File: src/rtl/aes_stream_pkg.sv
// Shared types and helpers for the 32-bit to 128-bit AES block packing path.
package aes_stream_pkg;

  localparam int AES_BLK_W     = 128;
  localparam int AXIS_IN_W     = 32;
  localparam int WORDS_PER_BLK = 4;

  typedef struct packed {
    logic [127:0] data;
    logic [15:0]  keep;
    logic         last;
  } aes_blk_t;

  // A full word is always legal; a contiguous MSB-first partial word only closes a frame.
  function automatic logic keep_legal(input logic [3:0] keep, input logic last);
    logic legal;
    case (keep)
      4'b1111:                            legal = 1'b1;
      4'b1110, 4'b1100, 4'b1000, 4'b0000: legal = last;
      default:                            legal = 1'b0;
    endcase
    return legal;
  endfunction

  function automatic logic [31:0] mask_word(input logic [31:0] data, input logic [3:0] keep);
    logic [31:0] masked;
    for (int j = 0; j < 4; j++) begin
      masked[8*j +: 8] = data[8*j +: 8] & {8{keep[j]}};
    end
    return masked;
  endfunction

endpackage

File: src/rtl/axis_reg_slice.sv
// One-entry registered stream stage; output payload holds steady while stalled.
module axis_reg_slice
  import aes_stream_pkg::*;
#(
  parameter type T = aes_blk_t
) (
  input  logic clk,
  input  logic rst_n,
  input  T     in_data,
  input  logic in_valid,
  output logic in_ready,
  output T     out_data,
  output logic out_valid,
  input  logic out_ready
);

  assign in_ready = !out_valid || out_ready;

  // Entry register: reload whenever the current entry leaves (or is absent).
  always_ff @(posedge clk or negedge rst_n) begin
    if (!rst_n) begin
      out_valid <= 1'b0;
      out_data  <= '0;
    end else if (in_valid && in_ready) begin
      out_valid <= 1'b1;
      out_data  <= in_data;
    end else if (out_ready) begin
      out_valid <= 1'b0;
    end else begin
      out_valid <= out_valid;
    end
  end

endmodule

File: src/rtl/axis_aes_block_packer.sv
// Packs a 32-bit AXI-Stream into zero-padded 128-bit AES blocks with byte masks,
// keeping frame ends aligned to block ends; also counts blocks and flags bad tkeep.
module axis_aes_block_packer
  import aes_stream_pkg::*;
#(
  parameter int CNT_W = 32
) (
  input  logic                 clk,
  input  logic                 rst_n,
  input  logic                 clear,
  input  logic [AXIS_IN_W-1:0] s_axis_tdata,
  input  logic [3:0]           s_axis_tkeep,
  input  logic                 s_axis_tvalid,
  input  logic                 s_axis_tlast,
  output logic                 s_axis_tready,
  output logic [AES_BLK_W-1:0] m_axis_tdata,
  output logic [15:0]          m_axis_tkeep,
  output logic                 m_axis_tvalid,
  output logic                 m_axis_tlast,
  input  logic                 m_axis_tready,
  output logic [CNT_W-1:0]     blk_count,
  output logic                 err_sticky
);

  logic [AES_BLK_W-1:0] acc_data, acc_data_nx;
  logic [15:0]          acc_keep, acc_keep_nx;
  logic                 acc_last, acc_last_nx;
  logic                 acc_full, acc_full_nx;
  logic [1:0]           idx, idx_nx;
  logic                 tready_r;

  logic [AXIS_IN_W-1:0] word_m;
  logic [6:0]           lane_sh;
  logic [AES_BLK_W-1:0] lane_data;
  logic [15:0]          lane_keep;
  logic                 accept, complete, bad_keep;
  aes_blk_t             merged, slot_in, slot_out;
  logic                 slot_valid, slot_ready;

  assign s_axis_tready = tready_r;

  // Merge the incoming word into its lane and decide where the accumulator goes next.
  always_comb begin
    word_m      = mask_word(s_axis_tdata, s_axis_tkeep);
    lane_sh     = {~idx, 5'd0};
    lane_data   = {{(AES_BLK_W-AXIS_IN_W){1'b0}}, word_m} << lane_sh;
    lane_keep   = {12'd0, s_axis_tkeep} << {~idx, 2'd0};
    accept      = s_axis_tvalid && tready_r;
    complete    = accept && ((idx == 2'(WORDS_PER_BLK - 1)) || s_axis_tlast);
    bad_keep    = accept && !keep_legal(s_axis_tkeep, s_axis_tlast);
    merged.data = acc_data | lane_data;
    merged.keep = acc_keep | lane_keep;
    merged.last = s_axis_tlast;

    // A held block has priority for the slot; tready is low while one is held.
    if (acc_full) begin
      slot_in    = '{data: acc_data, keep: acc_keep, last: acc_last};
      slot_valid = 1'b1;
    end else begin
      slot_in    = merged;
      slot_valid = complete;
    end

    acc_data_nx = acc_data;
    acc_keep_nx = acc_keep;
    acc_last_nx = acc_last;
    acc_full_nx = acc_full;
    idx_nx      = idx;
    if (complete) begin
      idx_nx = 2'd0;
      if (slot_ready) begin
        acc_data_nx = '0;
        acc_keep_nx = 16'd0;
        acc_last_nx = 1'b0;
      end else begin
        acc_data_nx = merged.data;
        acc_keep_nx = merged.keep;
        acc_last_nx = s_axis_tlast;
        acc_full_nx = 1'b1;
      end
    end else if (accept) begin
      acc_data_nx = merged.data;
      acc_keep_nx = merged.keep;
      idx_nx      = idx + 2'd1;
    end else if (acc_full && slot_ready) begin
      acc_data_nx = '0;
      acc_keep_nx = 16'd0;
      acc_last_nx = 1'b0;
      acc_full_nx = 1'b0;
    end else begin
      acc_full_nx = acc_full;
    end
  end

  // Accumulator state; tready mirrors !acc_full but only after the first edge out of reset.
  always_ff @(posedge clk or negedge rst_n) begin
    if (!rst_n) begin
      acc_data <= '0;
      acc_keep <= 16'd0;
      acc_last <= 1'b0;
      acc_full <= 1'b0;
      idx      <= 2'd0;
      tready_r <= 1'b0;
    end else begin
      acc_data <= acc_data_nx;
      acc_keep <= acc_keep_nx;
      acc_last <= acc_last_nx;
      acc_full <= acc_full_nx;
      idx      <= idx_nx;
      tready_r <= !acc_full_nx;
    end
  end

  // Status: clear takes precedence over a same-cycle handshake or bad beat.
  always_ff @(posedge clk or negedge rst_n) begin
    if (!rst_n) begin
      blk_count  <= '0;
      err_sticky <= 1'b0;
    end else if (clear) begin
      blk_count  <= '0;
      err_sticky <= 1'b0;
    end else begin
      blk_count  <= (m_axis_tvalid && m_axis_tready) ? blk_count + CNT_W'(1) : blk_count;
      err_sticky <= err_sticky | bad_keep;
    end
  end

  axis_reg_slice #(.T(aes_blk_t)) u_slot (
    .clk       (clk),
    .rst_n     (rst_n),
    .in_data   (slot_in),
    .in_valid  (slot_valid),
    .in_ready  (slot_ready),
    .out_data  (slot_out),
    .out_valid (m_axis_tvalid),
    .out_ready (m_axis_tready)
  );

  assign m_axis_tdata = slot_out.data;
  assign m_axis_tkeep = slot_out.keep;
  assign m_axis_tlast = slot_out.last;

endmodule

File: config.mk
export PLATFORM = sky130hd
export DESIGN_NAME = axis_aes_block_packer
export DESIGN_NICKNAME = d
export VERILOG_FILES = /design/src/rtl/aes_stream_pkg.sv /design/src/rtl/axis_reg_slice.sv /design/src/rtl/axis_aes_block_packer.sv
export SDC_FILE = /design/constraint.sdc
export NUM_CORES = 1
export LEC_CHECK = 0
export CAP_MARGIN = 30
export CORE_MARGIN = 8
export CORE_UTILIZATION = 54
export CTS_CLUSTER_DIAMETER = 30
export DETAILED_ROUTE_END_ITERATION = 10
export PLACE_DENSITY = 0.8
export SLEW_MARGIN = 0
export SYNTH_ARGS = -nofsm -noshare
export SYNTH_HDL_FRONTEND = slang
export SYNTH_SLANG_ARGS = --single-unit
File: constraint.sdc
create_clock -name clk -period 2.4 [get_ports clk]
set_clock_uncertainty 0.2 [all_clocks]
set_input_delay 0.24 -clock clk [delete_from_list [all_inputs] [get_ports clk]]
set_output_delay 0.24 -clock clk [all_outputs]
set_load 0.01 [all_outputs]
==> impl_metrics.yaml <==
drt:
  vias: 12100
  vias_per_cell: 6.07
  ant_nets: 0
  routed_wl_um: 40500
  wl_per_cell_um: 20.4
  drcViolationCount: 0
  drtIter0Drc: 1085
  first_pass_iters: 5
critical_path:
  cp.required_ns: 2.68
  crit_family: "simple AND/OR/NAND/NOR gates"
  reg2reg_slack_ns: 0.09
  path_class: "reg -> reg"
  critPathMaxStageDelay_ns: 0.68
  crit_chain: "ha_1, and4_1, nand4_1, or4b_2, a21oi_1"
  cp.arrival_ns: 2.59
  cp_max_fo: 8
  slowest_stage: "or4b_2"
  worstSetupEndpointType: "flop"
  start_kind: "flop"
  path_buf_inv: 0
timing:
  final-hold-violation-count: 0
  whs_ns: 0.254
  setup_viol: 0
  fmax_ghz: 0.434
  relSlewSlack_pct: 47.2
  rsz0062_at_grt: "no"
  period_minus_slack_ns: 2.31
  slew_violations: 0
  setup_tns_ns: 0
  finalCritPeriodShare_pct: 96.1
  tightest_slew_ns: 0.792
floorplanning:
  dieArea_um2: 30800
  rows: 58
  coreArea_um2: 25100
  ios: 222
  die_h_um: 176
  fp.dieW_um: 176
  initial_core_util_pct: 54.8
yosys:
  synth-seq-area-share_pct: 59.7
  syn_area_um2: 13800
  synth_top_area_share_pct: 59.7
  ys_ff_latch: 328
  synth_edf_count: 0
  ys_async_sr_fraction_pct: 100
  yosysWarnings: 0
  synthFlopType: "dfrtp_1"
  ys_types: 41
  synth_cells: 1401
  syn_nets: 1445
  synth.avg_cell_area_um2: 9.82
  yosys-top-cells-area: "dfrtp_1 60%, a41oi_1 8.1%, o21ai_0 5.6%"
  synth_area_leader_cell: "dfrtp_1"
placed_design:
  portBuffers: 221
  hpwlAfterDp_um: 24500
  gp_congestion: 0.847
  place_area_um2: 16500
pwr:
  ir_drop_mv: 0.852
  p_clk_share_pct: 37.5
  pwr-share-comb_pct: 28.0
  powerDensity_nw_per_um2: 1220
  power_leakage_uw: 0.00796
  total_power_uw: 22700
  p_sw_share_pct: 32.2
  pwr-share-seq_pct: 34.5
  power_switching_uw: 7320
  intPower_uw: 15400
layout:
  most-common-layout-cells: "327 x dfrtp_1, 220 x clkdlybuf4s50_1, 190 x nor2_1, 169 x nand2_1, 153 x o21ai_0"
  final_nets: 1653
  final_common_cell: "dfrtp_1"
  fin_util_pct: 74.1
  stdcell_area_um2: 18600
  area_growth_pct: 35.1
  drive_gt1_share_pct: 10.8
global_route:
  grt_remaining_overflow: 0
  grt_pass1_vias: 12700
  grt_pass1_wl_um: 66000
  antenna_found_initial: 3
  grt_max_degree: 128
  grt_usage_pct: 25.9
worst_hold_path:
  hp-class: "in -> reg"
flow_run:
  drv.max_cap_violation_count: 0
outcome:
  outcome: "finished, final reports clean"
cts:
  clock_latency_ns: 0.58
  clock_sinks: 328
  cts_setup_buffers: 0
  clockRootBuffer: "clkbuf_16"
  clockBufferDepth: 3
  cts_tree: "done"
  cts-buffers-inserted: 61
  htree_num_levels: 2
  clk_pin_slew_ns: 0.05
[metrics by stage]
stage                     worst slack (ns)  std cells
after floorplan                      0.205       1401
after global placement             -0.0169       1873
after detailed placement           -0.0907       1873
after CTS                           0.0870       1989
after global routing                0.0104       1991
final                               0.0936       1991
[power by group through the flow]
stage | logic, µW | clock network (µW) | registers, µW
global placement | 6150 | 0 | 7810
detailed placement | 6290 | 0 | 7860
floorplan | 2680 | 0 | 8110
global route | 6960 | 8900 | 7990
finish | 6360 | 8520 | 7830
CTS | 6410 | 8590 | 7830
[sequential cells by signal (all words and copies together), names as in the netlist]
signal / count
acc_keep: 16
err_sticky: 1
u_slot.out_valid: 1
u_slot.out_data: 145
blk_count: 32
s_axis_tready: 1
acc_last: 1
idx: 2
acc_full: 1
acc_data: 128
[Yosys cell counts, types with 2 or more instances]
master    count
nor2_1      190
mux2_2        4
or2_2         2
nand4_1       9
and2_1        6
buf_1        14
nand2b_1      6
buf_2         7
nor3_1        5
xnor2_1       3
nand2_1     169
ha_1          2
a31oi_1      16
clkbuf_1     88
or4_1        16
clkbuf_2     31
nand3_1      12
or3_1         9
o21ai_0     154
xor2_1        6
nor4_1        4
and4_1        3
dfrtp_1     328
a41oi_1     128
and3_1        4
o31ai_1      12
a21oi_1     150
nor2b_1       8
inv_1         3
[logic make-up (layout without fill, tap and decap cells)]
| group | Yosys count | after routing | synth area share (%) |
|---|---|---|---|
| other | 0 | 2 | 0 |
| and+or+nand+nor | 447 | 447 | 14.0 |
| AOI/OAI and AO/OA | 466 | 466 | 21.0 |
| muxes | 5 | 5 | 0.400 |
| adders and majority gates | 2 | 2 | 0.182 |
| buffers and inverters | 144 | 402 | 4.27 |
| DFF | 328 | 328 | 59.7 |
| xor gates and xnor gates | 9 | 9 | 0.573 |
[metal layers]
metal	wire length, µm	up-vias	GRT usage, %
li1	-	5465	-
met1	16500	5991	33.1
met2	19900	543	42.7
met3	3000	94	5.43
met4	1190	2	10.3
met5	9	-	0
[what timing repair did]
item                                    in CTS  in global routing
endpoints found under the setup margin       0                  1
endpoints found under the hold margin      328                  0
gates resized for setup                      0                  1
hold buffers                                 3                  0
[worst paths after layout]
kind / cells past startpoint / from / to
worst max-delay path: 5 / blk_count[0]$_DFFE_PN0P_ / blk_count[22]$_DFFE_PN0P_
worst min-delay path: 3 / s_axis_tvalid / acc_last$_DFFE_PN0P_
worst max register to register: 5 / blk_count[0]$_DFFE_PN0P_ / blk_count[22]$_DFFE_PN0P_
worst min register to register: 2 / u_slot.out_data[85]$_DFFE_PN0P_ / u_slot.out_data[85]$_DFFE_PN0P_
max in group asynchronous: 4 / rst_n / u_slot.out_data[46]$_DFFE_PN0P_
min in group asynchronous: 3 / rst_n / u_slot.out_data[55]$_DFFE_PN0P_
[final cells by class]
type	instances	area [µm²]
Sequential cell	328	8210
Fill cell	1720	6520
Multi-Input combinational cell	929	4990
Timing Repair Buffer	285	2880
Clock buffer	77	1670
Clock inverter	36	414
Tap cell	330	413
Inverter	4	15.0
Antenna cell	2	5.00
[worst reg2reg max path, stage by stage (launching register included)]
cell and delay [ns]:
dfrtp_1 0.41, ha_1 0.22, and4_1 0.28, nand4_1 0.29, or4b_2 0.68, a21oi_1 0.15
(Power assumes the default switching activity.)
==> RTL edit 1, RTL diff (same settings) <==
`CNT_W`: 32 -> 24.
--- a/src/rtl/axis_aes_block_packer.sv
+++ b/src/rtl/axis_aes_block_packer.sv
@@ -5,3 +5,3 @@
 #(
-  parameter int CNT_W = 32
+  parameter int CNT_W = 24
 ) (
Ports: changed (resized blk_count); port bits go from 222 to 214. The function was not compared with the original's and may differ.
==> RTL edit 1 against the original RTL <==
  * Power is 0.37% lower
  * Global-route usage is 0.77 points lower
  * Clock power is 0.6% higher
  * Cell count is 4.3% lower
  * Cell area is 3.1% lower
  * Hold slack better by 21 ps
  * Worst setup slack better by 24 ps
  * Area after synthesis is 3.6% lower
  * Fmax is 1.1% higher
  * Sequential cell count is 8 lower
  * Non-clock buffer count is 14 lower
  * Routed wire length is 6.3% lower
  * Critical path depth is 1 lower
  * Largest power group unchanged
==> RTL edit 1: results (changes against the original RTL) <==
grt_pass1_vias: 11742  # -7.2%
gp_congestion: 0.823  # -2.9%
ys_seq_area_share_pct: 60.3  # +0.69 points
whs_endpoint: "u_slot.out_data[135]"
p_comb_mw: 6.30  # -0.9%
avgSynthCellArea_um2: 9.87  # +0.53%
placed_cells: 1788  # -4.5%
grt_first_pass_wirelength_um: 62600  # -5.0%
cpPeakStageDelay_ps: 650  # -30 ps
p_leak_nw: 7.80  # -2.1%
path_class: "reg2reg"
antenna_found_initial: 4  # +1
synth_xor_area_share_pct: 0.660  # +0.087 points
grt_max_degree: 86  # -33%
whs_path_depth: 2  # -1
stdcell_count: 1905  # -4.3%
first_iter_violations: 1083  # -0.18%
via_per_inst: 6.03  # -0.68%
clk_latency_ps: 560  # -20 ps
hp-start: "u_slot.out_data[135]"
clockRootBuffer: "clkbuf_16"
cp_max_fo: 8  # unchanged
synth-compound-area-share_pct: 21.1  # +0.10 points
rr_endpoint: "blk_count[23]"
ys_async_sr_fraction_pct: 100  # unchanged
max-clock-path-buffers: 3  # unchanged
status: "finished, final reports clean"
numPortBuffers: 213  # -3.6%
routed_wl_um: 38000  # -6.3%
drt-pass1-iter-count: 5  # unchanged
ys_warn_count: 0  # unchanged
synthAdderAreaFrac_pct: 0.189  # +0.0067 points
numCtsBuffers: 59  # -3.3%
power_density_nw_per_um2: 1260  # +2.9%
ys_types: 38  # -7.3%
reg_top3: "u_slot.out_data (145), acc_data (128), blk_count (24)"
arrival_ps: 2520  # -70 ps
htreeDepth: 2  # unchanged
muxShareOfSynthArea_pct: 0.245  # -0.15 points
postCtsResizedCells: 0  # unchanged
synthTopCellsByArea: "dfrtp_1 60%, a41oi_1 8.4%, o21ai_0 5.8%"
hold_class: "reg2reg"
hpwl_um: 23600  # -3.7%
layout-drive-gt1-share_pct: 11.0  # +0.11 points
slowest_stage: "or4_1"
max_slew_margin_pct: 67.3  # +20 points
synth_common_cells: "320 x dfrtp_1, 172 x nor2_1, 164 x nand2_1"
grt_use_total_pct: 25.2  # -0.77 points
seqPwrFrac_pct: 34.3  # -0.2 points
r2r-start: "blk_count[4]"
p_int_mw: 15.4  # -0.12%
max-vdd-ir-drop_v: 0.000772  # -9.4%
syn_nets: 1388  # -3.9%
reg2regPathDepth: 4  # -1
layout.nets: 1572  # -4.9%
rrSetupSlack_ps: 120  # +20 ps
[RTL edit 1: cell count changes after synthesis, moves of 7 or more]
cell	unedited run	this run
a21oi_1	150	143
dfrtp_1	328	320
o31ai_1	12	4
nor2_1	190	172
and3_1	4	17
or4_1	16	8
[RTL edit 1: layer usage]
layer | track usage (%) | vias up | wire length [um]
met5 | 0 | - | 26
met4 | 9.05 | 4 | 1110
met3 | 6.29 | 93 | 3090
met2 | 41.0 | 529 | 18400
met1 | 32.3 | 5685 | 15300
li1 | - | 5183 | -
[RTL edit 1: repair_timing]
| action | 4_1_cts | 5_1_grt |
|---|---|---|
| hold buffers | 3 | 0 |
| hold endpoints to repair | 320 | 0 |
| setup buffers | 0 | 0 |
[RTL edit 1: logic make-up after synthesis]
kind of cell / Yosys count
xor+xnor: 10
compound gates: 451
buf+inv: 153
mux: 3
flops: 320
fa+ha+maj: 2
simple gates: 405
[RTL edit 1: critical path: cells and delay by family, from the launching register on]
family,cells,cell delay [ps]
mux,1,370
flops,1,450
simple gates,3,1140
[RTL edit 1: layout make-up]
class | count | area (um2)
clock buffers | 73 | 1620
diodes | 2 | 5.00
fillers | 1676 | 6240
flip-flops and latches | 320 | 8010
clock inverters | 39 | 483
multi-input cells | 871 | 4690
well taps | 324 | 405
inverters | 5 | 18.8
repair buffers | 271 | 2780
[RTL edit 1: per-stage QoR]
step | hold WS (ps) | utilization (%) | setup slack, ps | instance area, um2
after floorplan | -256 | - | 195 | 13300
after global placement | -18.0 | 65.5 | 119 | 15900
after detailed placement | -21.0 | 65.5 | 93.8 | 15900
after CTS | 277 | 74.3 | 123 | 18000
after global routing | 302 | 74.3 | 3.14 | 18000
final | 274 | 74.3 | 118 | 18000
==> RTL edit 2, RTL diff (same flow settings) <==
Without the edit above. Make the reset (`rst_n`) synchronous in 3 clocked blocks.
--- a/src/rtl/axis_reg_slice.sv
+++ b/src/rtl/axis_reg_slice.sv
@@ -19,3 +19,3 @@
   // Entry register: reload whenever the current entry leaves (or is absent).
-  always_ff @(posedge clk or negedge rst_n) begin
+  always_ff @(posedge clk) begin
     if (!rst_n) begin
--- a/src/rtl/axis_aes_block_packer.sv
+++ b/src/rtl/axis_aes_block_packer.sv
@@ -95,3 +95,3 @@
   // Accumulator state; tready mirrors !acc_full but only after the first edge out of reset.
-  always_ff @(posedge clk or negedge rst_n) begin
+  always_ff @(posedge clk) begin
     if (!rst_n) begin
@@ -114,3 +114,3 @@
   // Status: clear takes precedence over a same-cycle handshake or bad beat.
-  always_ff @(posedge clk or negedge rst_n) begin
+  always_ff @(posedge clk) begin
     if (!rst_n) begin
Check against the original RTL: differs if rst_n is asserted again (counterexample within 4 cycles, from zero or initial values and one cycle with rst_n low); with rst_n held inactive, the same outputs for 4 cycles.
==> RTL edit 2 against the original RTL <==
  * Sequential cell count unchanged
  * Worst setup slack improved by 45 ps
  * Cell area decreased by 6.3%
  * Critical path type unchanged
  * Synthesized cell count increased by 1.6%
  * Largest cell class unchanged
  * Critical endpoint is now blk_count[29]
  * Routed wire length decreased by 3.5%
  * Area after synthesis decreased by 8.7%
Power is not compared: it rests on default switching activity, and its combinational part moved more than twofold at a synthesized area within 25%.
==> RTL edit 2: results (changes against the original RTL) <==
grt_max_degree: 85  # -34%
cpPeakStageDelay_ps: 660  # -20 ps
hp-start: "s_axis_tvalid"
dr_wl_met2_um: 18600  # -6.5%
reg2regPathDepth: 4  # -1
gp_congestion: 0.845  # -0.24%
first_iter_violations: 1056  # -2.7%
path_clk_slew_ps: 50  # about the same
numPortBuffers: 221  # unchanged
grt_first_pass_wirelength_um: 62600  # -5.1%
layout-drive-gt1-share_pct: 12.0  # +1.2 points
syn_nets: 1467  # +1.5%
p_int_mw: 12.1
grt_use_total_pct: 26.6  # +0.70 points
drt-pass1-iter-count: 5  # unchanged
insertedDiodeCount: 0  # -2
tightest_slew_ps: 609  # -183 ps
wl_per_cell_um: 20.0  # -1.6%
hpwl_um: 24700  # +0.51%
antenna_found_initial: 0  # -3
synth_common_cells: "328 x dfxtp_1, 308 x nor2_1, 166 x nor3_1"
use_met3_pct: 6.27  # +0.83 points
ys_types: 45  # +9.8%
place_ws_ps: -64.4  # +26.2 ps
rr_endpoint: "blk_count[29]"
post_cts_buffers: 0  # unchanged
htreeDepth: 2  # unchanged
grt_pass1_vias: 11784  # -6.9%
layout.nets: 1657  # +0.24%
ys_warn_count: 0  # unchanged
via_per_inst: 6.19  # +1.9%
rrSetupSlack_ps: 140  # +40 ps
synthTopCellsByArea: "dfxtp_1 52%, nor2_1 9.2%, a41oi_1 8.9%"
ys_seq_area_share_pct: 52.3  # -7.4 points
status: "finished, final reports clean"
numCtsBuffers: 60  # -1.6%
wl_met3_um: 2930  # -2.4%
p_leak_nw: 6.00
ys_async_sr_fraction_pct: 0  # -100 points
slowest_stage: "or4_1"
clk_latency_ps: 560  # -20 ps
met1_usage_pct: 33.1  # about the same
arrival_ps: 2540  # -50 ps
r2r-start: "blk_count[11]"
use_met2_pct: 43.5  # +0.78 points
power_mw: 15.7
top_layer: "met4"
m1WireLength_um: 16200  # -1.4%
whs_endpoint: "acc_last"
whs_path_depth: 3  # unchanged
-- RTL edit 2: through the flow --
stage / cells / hold WS [ps] / instance area, um2
after floorplan: 1423 / 162 / 12600
after global placement: 1841 / 248 / 15300
after detailed placement: 1841 / 257 / 15300
after CTS: 1952 / 205 / 17400
after global routing: 1952 / 253 / 17400
final: 1952 / 235 / 17400
-- RTL edit 2: cell families after synthesis --
| kind of cell | Yosys count | synth area share, % |
|---|---|---|
| compound gates | 327 | 20.1 |
| xor+xnor | 10 | 0.697 |
| fa+ha+maj | 2 | 0.199 |
| buf+inv | 177 | 5.82 |
| flops | 328 | 52.3 |
| mux | 4 | 0.329 |
| simple gates | 575 | 20.6 |
-- RTL edit 2: final cells by class --
type	instances	area, um2
clock inverters	42	527
well taps	290	363
inverters	6	25.0
fillers	1629	5700
flip-flops and latches	328	6570
clock buffers	69	1620
repair buffers	299	3000
multi-input cells	918	5330
